File: src/rtl/jstk2_spi_master.sv
// SPI mode-0 master polling a PmodJSTK2: sends the LED colour command and
// decodes the returned X/Y position and button bytes.
module jstk2_spi_master #(
    parameter int unsigned CLK_DIV     = 12,
    parameter int unsigned SS_SETUP    = 180,
    parameter int unsigned BYTE_GAP    = 120,
    parameter int unsigned POLL_PERIOD = 120000
) (
    input  logic        clk,
    input  logic        rst,
    input  logic        enable,
    input  logic [23:0] rgb,
    input  logic        miso,
    output logic        ss,
    output logic        sclk,
    output logic        mosi,
    output logic [9:0]  xpos,
    output logic [9:0]  ypos,
    output logic [1:0]  button,
    output logic        data_valid
);

    localparam int unsigned MAX_A = (CLK_DIV > SS_SETUP) ? CLK_DIV : SS_SETUP;
    localparam int unsigned MAX_T = (MAX_A > BYTE_GAP) ? MAX_A : BYTE_GAP;
    localparam int unsigned CW    = $clog2(MAX_T + 1);
    localparam int unsigned PW    = $clog2(POLL_PERIOD);

    localparam logic [CW-1:0] DIV_LAST   = CW'(CLK_DIV - 1);
    localparam logic [CW-1:0] SETUP_LAST = CW'(SS_SETUP - 1);
    localparam logic [CW-1:0] GAP_LAST   = CW'(BYTE_GAP - 1);
    localparam logic [PW-1:0] POLL_LAST  = PW'(POLL_PERIOD - 1);

    typedef enum logic [2:0] {
        S_IDLE,
        S_SETUP,
        S_SHIFT,
        S_GAP,
        S_DONE
    } state_e;

    state_e        state_q, state_d;
    logic [PW-1:0] poll_q, poll_d;
    logic          pend_q, pend_d;
    logic [CW-1:0] cnt_q, cnt_d;
    logic [2:0]    bit_q, bit_d;
    logic [2:0]    byte_q, byte_d;
    logic [23:0]   rgb_q, rgb_d;
    logic [7:0]    sr_q, sr_d;
    logic [7:0]    b0_q, b0_d;
    logic [1:0]    b1_q, b1_d;
    logic [7:0]    b2_q, b2_d;
    logic [1:0]    b3_q, b3_d;
    logic          ss_q, ss_d;
    logic          sclk_q, sclk_d;
    logic          mosi_q, mosi_d;
    logic [9:0]    xpos_q, xpos_d;
    logic [9:0]    ypos_q, ypos_d;
    logic [1:0]    btn_q, btn_d;
    logic          dv_q, dv_d;

    logic          poll_wrap;
    logic          req;
    logic [2:0]    nbit;
    logic [7:0]    txb;
    logic [7:0]    txn;

    function automatic logic [7:0] tx_byte(input logic [2:0]  idx,
                                           input logic [23:0] c);
        logic [7:0] b;
        unique case (idx)
            3'd0:    b = 8'h84;
            3'd1:    b = c[23:16];
            3'd2:    b = c[15:8];
            3'd3:    b = c[7:0];
            default: b = 8'h00;
        endcase
        return b;
    endfunction

    assign poll_wrap = (poll_q == POLL_LAST);
    assign req       = poll_wrap && enable;
    assign nbit      = bit_q - 3'd1;
    assign txb       = tx_byte(byte_q, rgb_q);
    assign txn       = tx_byte(byte_q + 3'd1, rgb_q);

    always_ff @(posedge clk or posedge rst) begin
        if (rst) begin
            state_q <= S_IDLE;
            poll_q  <= '0;
            pend_q  <= 1'b0;
            cnt_q   <= '0;
            bit_q   <= 3'd7;
            byte_q  <= 3'd0;
            rgb_q   <= 24'h0;
            sr_q    <= 8'h0;
            b0_q    <= 8'h0;
            b1_q    <= 2'b0;
            b2_q    <= 8'h0;
            b3_q    <= 2'b0;
            ss_q    <= 1'b1;
            sclk_q  <= 1'b0;
            mosi_q  <= 1'b0;
            xpos_q  <= 10'd512;
            ypos_q  <= 10'd512;
            btn_q   <= 2'b0;
            dv_q    <= 1'b0;
        end else begin
            state_q <= state_d;
            poll_q  <= poll_d;
            pend_q  <= pend_d;
            cnt_q   <= cnt_d;
            bit_q   <= bit_d;
            byte_q  <= byte_d;
            rgb_q   <= rgb_d;
            sr_q    <= sr_d;
            b0_q    <= b0_d;
            b1_q    <= b1_d;
            b2_q    <= b2_d;
            b3_q    <= b3_d;
            ss_q    <= ss_d;
            sclk_q  <= sclk_d;
            mosi_q  <= mosi_d;
            xpos_q  <= xpos_d;
            ypos_q  <= ypos_d;
            btn_q   <= btn_d;
            dv_q    <= dv_d;
        end
    end

    always_comb begin
        state_d = state_q;
        poll_d  = poll_wrap ? '0 : poll_q + 1'b1;
        pend_d  = pend_q;
        cnt_d   = cnt_q;
        bit_d   = bit_q;
        byte_d  = byte_q;
        rgb_d   = rgb_q;
        sr_d    = sr_q;
        b0_d    = b0_q;
        b1_d    = b1_q;
        b2_d    = b2_q;
        b3_d    = b3_q;
        ss_d    = ss_q;
        sclk_d  = sclk_q;
        mosi_d  = mosi_q;
        xpos_d  = xpos_q;
        ypos_d  = ypos_q;
        btn_d   = btn_q;
        dv_d    = 1'b0;

        // A poll tick during a transfer is remembered and served from IDLE
        if (state_q != S_IDLE && req) begin
            pend_d = 1'b1;
        end

        unique case (state_q)
            S_IDLE: begin
                ss_d = 1'b1;
                if (req || pend_q) begin
                    state_d = S_SETUP;
                    ss_d    = 1'b0;
                    cnt_d   = '0;
                    byte_d  = 3'd0;
                    rgb_d   = rgb;
                    pend_d  = 1'b0;
                end
            end
            S_SETUP: begin
                if (cnt_q == SETUP_LAST) begin
                    state_d = S_SHIFT;
                    cnt_d   = '0;
                    bit_d   = 3'd7;
                    byte_d  = 3'd0;
                    mosi_d  = txb[7];
                end else begin
                    cnt_d = cnt_q + 1'b1;
                end
            end
            S_SHIFT: begin
                if (cnt_q == DIV_LAST) begin
                    cnt_d = '0;
                    if (!sclk_q) begin
                        sclk_d = 1'b1;
                        sr_d   = {sr_q[6:0], miso};
                    end else begin
                        sclk_d = 1'b0;
                        if (bit_q == 3'd0) begin
                            case (byte_q)
                                3'd0:    b0_d = sr_q;
                                3'd1:    b1_d = sr_q[1:0];
                                3'd2:    b2_d = sr_q;
                                3'd3:    b3_d = sr_q[1:0];
                                default: ;
                            endcase
                            if (byte_q == 3'd4) begin
                                state_d = S_DONE;
                                ss_d    = 1'b1;
                                xpos_d  = {b1_q, b0_q};
                                ypos_d  = {b3_q, b2_q};
                                btn_d   = sr_q[1:0];
                                dv_d    = 1'b1;
                            end else begin
                                state_d = S_GAP;
                            end
                        end else begin
                            bit_d  = nbit;
                            mosi_d = txb[nbit];
                        end
                    end
                end else begin
                    cnt_d = cnt_q + 1'b1;
                end
            end
            S_GAP: begin
                if (cnt_q == GAP_LAST) begin
                    state_d = S_SHIFT;
                    cnt_d   = '0;
                    bit_d   = 3'd7;
                    byte_d  = byte_q + 3'd1;
                    mosi_d  = txn[7];
                end else begin
                    cnt_d = cnt_q + 1'b1;
                end
            end
            S_DONE: begin
                state_d = S_IDLE;
            end
            default: begin
                state_d = S_IDLE;
                ss_d    = 1'b1;
                sclk_d  = 1'b0;
            end
        endcase
    end

    assign ss         = ss_q;
    assign sclk       = sclk_q;
    assign mosi       = mosi_q;
    assign xpos       = xpos_q;
    assign ypos       = ypos_q;
    assign button     = btn_q;
    assign data_valid = dv_q;

endmodule

File: config.mk
export PLATFORM = sky130hd
export DESIGN_NAME = jstk2_spi_master
export DESIGN_NICKNAME = d
export VERILOG_FILES = /design/src/rtl/jstk2_spi_master.sv
export SDC_FILE = /design/constraint.sdc
export NUM_CORES = 1
export LEC_CHECK = 0
export ABC_AREA = 0
export BUFFER_PORTS_ARGS = -buffer_cell sky130_fd_sc_hd__buf_2
export CORE_ASPECT_RATIO = 1.5
export CORE_MARGIN = 10
export CORE_UTILIZATION = 61
export CTS_BUF_LIST = sky130_fd_sc_hd__clkbuf_2 sky130_fd_sc_hd__clkbuf_4 sky130_fd_sc_hd__clkbuf_8
export DETAILED_ROUTE_END_ITERATION = 12
export GPL_TIMING_DRIVEN = 1
export PLACE_DENSITY = 0.82
export SLEW_MARGIN = 10
export SYNTH_ARGS = -nofsm -noshare
export SYNTH_HDL_FRONTEND = slang
export SYNTH_SLANG_ARGS = --single-unit
File: constraint.sdc
create_clock -name clk -period 3.75 [get_ports clk]
set_input_delay 0 -clock clk [delete_from_list [all_inputs] [get_ports clk]]
set_output_delay 0 -clock clk [all_outputs]
set_load 0.05 [all_outputs]
=== After elaboration in Yosys (flattened, before gate mapping) ===
Index checks and enable logic that the tools add are counted.

* Register bits after elaboration: 113
* Word-level logic and storage cells: 127

* Add/sub/neg operators: 4
* Order comparisons: 1
* Equal/unequal tests: 23
* Multiplexer cells: 51
* Bitwise gates (word level): 3
* Reduce and logical (&&, ||, !) cells: 26

{| class="wikitable"
|+ Operator list
! operator !! count
|-
| $pmux W8 S4 || 3
|-
| $mux W3 || 15
|-
| $mux W8 || 4
|-
| $reduce_and A5 Y1 || 6
|-
| $mux W1 || 21
|-
| $eq A3 B2 Y1 const B || 6
|-
| $pmux W3 S3 || 2
|-
| $add A17 B1 Y17 const B || 1
|-
| $eq A17 B17 Y1 const B || 1
|-
| $mux W17 || 1
|-
| $ne A2 B2 Y1 const B || 8
|-
| $logic_not A3 Y1 || 4
|-
| $pmux W3 S4 || 1
|-
| $reduce_and A6 Y1 || 2
|-
| $eq A3 B1 Y1 const B || 3
|-
| $reduce_bool A3 Y1 || 3
|-
| $add A8 B1 Y8 const B || 1
|-
| $eq A8 B4 Y1 const B || 1
|-
| $eq A8 B7 Y1 const B || 1
|-
| $eq A8 B8 Y1 const B || 1
|-
| $eq A3 B3 Y1 const B || 2
|-
| $pmux W1 S3 || 2
|-
| $reduce_and A2 Y1 || 3
|-
| $lt A3 B4 Y1 const B || 1
|-
| 12 further kinds || 15
|}

=== Longest topological paths before layout ===
* Depth after elaboration: 8
* Mapped depth: 10
* Mapped depth without buffers: 8

=== Worst setup path before layout ===
Ideal clock, no wire load.

* Kind: flip-flop to flip-flop
* From: register poll_q[13]
* To: register rgb_q[10]
* Library setup time: 0.125 ns
* Arrival: 2.129 ns
* Required time: 3.625 ns
* Setup slack: 1.496 ns
* Stages on the path, launching flop included: 8
* Path buffers: 2
* Period minus slack after synthesis: 2.254 ns
* Cells stage by stage: dfrtp_1 or4b_4 nor4_4 a21oi_2 nor2b_2 buf_6 buf_12 mux2_4

* Cells in the longest elaborated chain, start to end: 4

{| class="wikitable"
|+ RTL lines
! element !! RTL line !! text
|-
| start: declaration || 42 || <nowiki>logic [PW-1:0] poll_q, poll_d;</nowiki>
|-
| start signal: assignment || 109 || <nowiki>poll_q <= poll_d;</nowiki>
|-
| $eq A17 B17 Y1 || 80 || <nowiki>assign poll_wrap = (poll_q == POLL_LAST);</nowiki>
|-
| $logic_and A1 B1 Y1 || 81 || <nowiki>assign req = poll_wrap && enable;</nowiki>
|-
| $logic_or A1 B1 Y1 || 159 || <nowiki>if (req || pend_q) begin</nowiki>
|-
| $reduce_and A2 Y1 (no line) || - ||
|-
| end signal: assignment || 114 || <nowiki>rgb_q <= rgb_d;</nowiki>
|-
| end: declaration || 47 || <nowiki>logic [23:0] rgb_q, rgb_d;</nowiki>
|}

No other way between the ends.
A chain may end at the register's enable or synchronous reset.

=== Worst setup path after layout ===
* From: register poll_q[13]
* To: register rgb_q[22]

Same word-level chain as after synthesis.

==> results_tabular.tex <==
\begin{tabular}{lr}
\hline
Metric & Value \\
\hline
\multicolumn{2}{l}{\textbf{Run status}} \\
\quad Status & finished, final reports clean \\
\multicolumn{2}{l}{\textbf{Critical path}} \\
\quad Critical Path AT & 2.90 ns \\
\quad CP Max Fanout & 25 \\
\quad R2R Path Start & poll\_q[13] \\
\quad Type of the setup path with the least slack & flip-flop to flip-flop \\
\quad Startpoint class of the critical path & flip-flop \\
\quad Setup crit end kind & flip-flop \\
\quad Start point of the critical path & poll\_q[13] \\
\quad CP Data Required Time & 4.07 ns \\
\multicolumn{2}{l}{\textbf{Global route}} \\
\quad Largest net degree at the start of global routing & 61 \\
\quad Leftover overflow at the end of global routing & 0 \\
\quad Wire length of the first global-routing pass & 18.8 mm \\
\quad Number of global-route vias before repair & 3,858 \\
\quad Aggregate global-route resource usage & 0.187 \\
\quad Initial antenna violation count & 0 \\
\multicolumn{2}{l}{\textbf{Finish}} \\
\quad Fin nets & 551 \\
\quad Most frequent cells in the layout & 107 x dfrtp\_1, 55 x mux2\_2, 53 x buf\_2 \\
\quad ANT cells & 0 \\
\quad Area occupied by multi-input gates & 2230 um2 \\
\quad Seq. cell area & 2840 um2 \\
\quad Fraction of layout cells with a size suffix above 1 & 0.345 \\
\quad Number of fill cells in the layout & 561 \\
\quad Relative area change from synthesis to final layout & 18.4\% \\
\quad Leading cell type in the layout, fill and taps excluded & dfrtp\_1 \\
\multicolumn{2}{l}{\textbf{Floorplan}} \\
\quad Die width & 95.7 um \\
\quad Area of the core & 8410 um2 \\
\quad Starting utilization of the core area & 0.623 \\
\quad Number of core rows & 41 \\
\quad Full die area & 12,800 um2 \\
\quad Die height & 134 um \\
\quad I/O pin cnt & 54 \\
\multicolumn{2}{l}{\textbf{Placement}} \\
\quad Gpl congestion & 0.843 \\
\quad HPWL after detailed placement & 7.27 mm \\
\quad Number of buffer cells added on primary ports & 53 \\
\multicolumn{2}{l}{\textbf{Logic synthesis}} \\
\quad Synthesized area per cell & 12.3 um2 \\
\quad Gate count of the mapped netlist & 426 \\
\quad Share of flip-flops with an asynchronous set or reset after synthesis & 1.00 \\
\quad Number of different library cells in the post-synthesis netlist & 52 \\
\quad Cell accounting for the most synthesized area & dfrtp\_1 \\
\quad Synthesized netlist net count & 465 \\
\quad Post-synth top flop & dfrtp\_1 \\
\quad Warnings from Yosys & 0 \\
\quad Top cells by area in the synthesized netlist & dfrtp\_1 51\%, mux2\_2 12\%, mux2\_4 5.4\% \\
\quad Fraction of the yosys area taken by sequential cells & 0.541 \\
\quad Synthesized cell area & 5240 um2 \\
\quad Number of synthesized register bits & 113 \\
\quad Fraction of synthesized cell area taken by the top area cell type & 0.511 \\
\quad Post-synth EDFFs & 0 \\
\multicolumn{2}{l}{\textbf{STA}} \\
\quad Min Clock Period, post-route & 2.58 ns \\
\quad Final slew viol count & 0 \\
\quad Final Hold Vio Count & 0 \\
\quad Achievable clock frequency & 0.388 GHz \\
\quad Max-slew headroom at the worst pin & 0.213 \\
\quad Final setup vio count & 0 \\
\quad Setup repair after global routing missed its margin & false \\
\quad Post-route setup TNS & 0 ns \\
\quad Worst clock skew on the final layout & 0.0126 ns \\
\quad Worst-Margin Slew & 1.17 ns \\
\quad Share of the cycle needed by the critical path after routing & 0.687 \\
\multicolumn{2}{l}{\textbf{Power}} \\
\quad Cell-internal power & 1.80 mW \\
\quad Power after layout & 2.35 mW \\
\quad Part of the total power dissipated in sequential elements & 0.519 \\
\quad Switching power summed over all nets & 549 uW \\
\quad Power share of the combinational group & 0.027 \\
\quad Power per cell area & 379 nW/um2 \\
\quad Clock network power share & 0.454 \\
\quad Switching share of total power & 0.233 \\
\quad Maximum vdd drop & 0.308 mV \\
\quad Leakage power figure & 3.02 nW \\
\multicolumn{2}{l}{\textbf{Detailed routing}} \\
\quad Vias per std cell & 5.75 \\
\quad Total via count in the routed design & 3,636 \\
\quad WL final & 11.1 mm \\
\quad Number of remaining DRC errors & 0 \\
\quad Detailed-route wire length per cell & 17.6 um \\
\quad Final ANT Viol Nets & 0 \\
\quad DR iter-0 viols & 276 \\
\quad Iteration count of the initial detailed-routing pass & 7 \\
\multicolumn{2}{l}{\textbf{Clocking}} \\
\quad Number of levels in the clock H-tree & 4 \\
\quad CTS tree & yes \\
\quad Deepest clock path buffer count & 2 \\
\quad CTS Root Buffer Type & clkbuf\_8 \\
\quad Clock Pin Slew Worst Setup and Hold Paths & 0.07 ns \\
\quad Num CTS Buffers & 17 \\
\quad CTS Sinks & 113 \\
\quad Clk Latency, worst-skew pair & 0.44 ns \\
\quad Post-CTS setup repair buffer count & 0 \\
\multicolumn{2}{l}{\textbf{Flow run}} \\
\quad Max-cap violations & 0 \\
\multicolumn{2}{l}{\textbf{Hold path}} \\
\quad Min-Delay Path Class & input port to async pin \\
\hline
\end{tabular}
[cell families after synthesis]
| kind of cell | after synthesis | share of synthesized area |
|---|---|---|
| buffers and inverters | 33 | 0.0332 |
| xor gates and xnor gates | 14 | 0.0234 |
| and+or+nand+nor | 108 | 0.116 |
| AOI/OAI and AO/OA | 71 | 0.0841 |
| DFF | 113 | 0.541 |
| muxes | 76 | 0.176 |
| adders and majority gates | 11 | 0.0263 |
[timing repair]
action | in CTS | in global routing
hold buffers | 27 | 0
endpoints found under the setup margin | 0 | 0
endpoints found under the hold margin | 81 | 0
resized for setup | 0 | 0
[through the flow]
stage / hold WS [ns] / utilization / cells / setup slack [ns] / instance area, um2
floorplan: 0.148 / - / 426 / 0.773 / 5240
global placement: 0.164 / 0.661 / 573 / 1.27 / 5560
detailed placement: 0.177 / 0.661 / 573 / 1.20 / 5560
CTS: 0.252 / 0.737 / 632 / 1.19 / 6200
global route: 0.305 / 0.737 / 632 / 1.03 / 6200
finish: 0.245 / 0.737 / 632 / 1.17 / 6200
[sequential cells by signal, summed over array words and instances (netlist names), 8 cells and up]
signal	flops
cnt_q	8
b2_q	8
xpos	10
sr_q	8
ypos	10
poll_q	17
rgb_q	24
b0_q	8
[worst max-delay path, cell delays in order, from the launching register on]
cell	delay, ns
dfrtp_1	0.42
or4b_4	0.57
nor4_4	0.41
a21oi_2	0.16
nor2b_2	0.12
buf_4	0.38
mux2_2	0.39
[cell type report]
cell class                      count  share of cell area
Clock buffer                       19              0.0422
Clock inverter                     13              0.0184
Inverter                           16              0.0101
Multi-Input combinational cell    280               0.360
Sequential cell                   113               0.457
Tap cell                          107              0.0216
Timing Repair Buffer               84              0.0912
[cell usage after synthesis (5+ instances only)]
master	n
a31oi_1	8
mux2_2	55
inv_1	16
nor3_1	5
mux2_4	19
nor2_1	23
clkbuf_1	8
buf_2	5
nand4_1	5
xnor2_1	7
nand2_1	25
ha_1	11
xor2_1	7
dfrtp_1	107
and3_1	7
nand3_1	11
a21oi_1	24
dfstp_2	6
o21ai_0	12
a22oi_1	6
[worst paths after layout]
| kind | cells past startpoint | slack, ns | to |
|---|---|---|---|
| worst min register to register | 1 | 0.49 | poll_q[0] |
| min in group clk | 3 | 0.32 | rgb_q[16] |
| worst min-delay path | 3 | 0.25 | cnt_q[4] |
| worst max register to register | 6 | 1.17 | rgb_q[22] |
| max in group asynchronous | 4 | 2.62 | xpos[9] |
| worst max-delay path | 6 | 1.17 | rgb_q[22] |
[power by group through the flow]
stage	Sequential [mW]	Clock, mW	Combinational [mW]
floorplan	1.24	0	0.0187
global placement	1.24	0	0.0410
detailed placement	1.24	0	0.0424
CTS	1.22	1.09	0.0642
global route	1.22	1.14	0.0714
finish	1.22	1.07	0.0634
[per-layer routing]
layer	track usage	routed length (um)	up-vias
met5	0	0	-
met2	0.305	5750	98
met1	0.219	4600	1818
met4	0.0913	264	0
met3	0.0523	487	21
li1	-	-	1699
No activity file was read; power rests on OpenSTA's default activity.
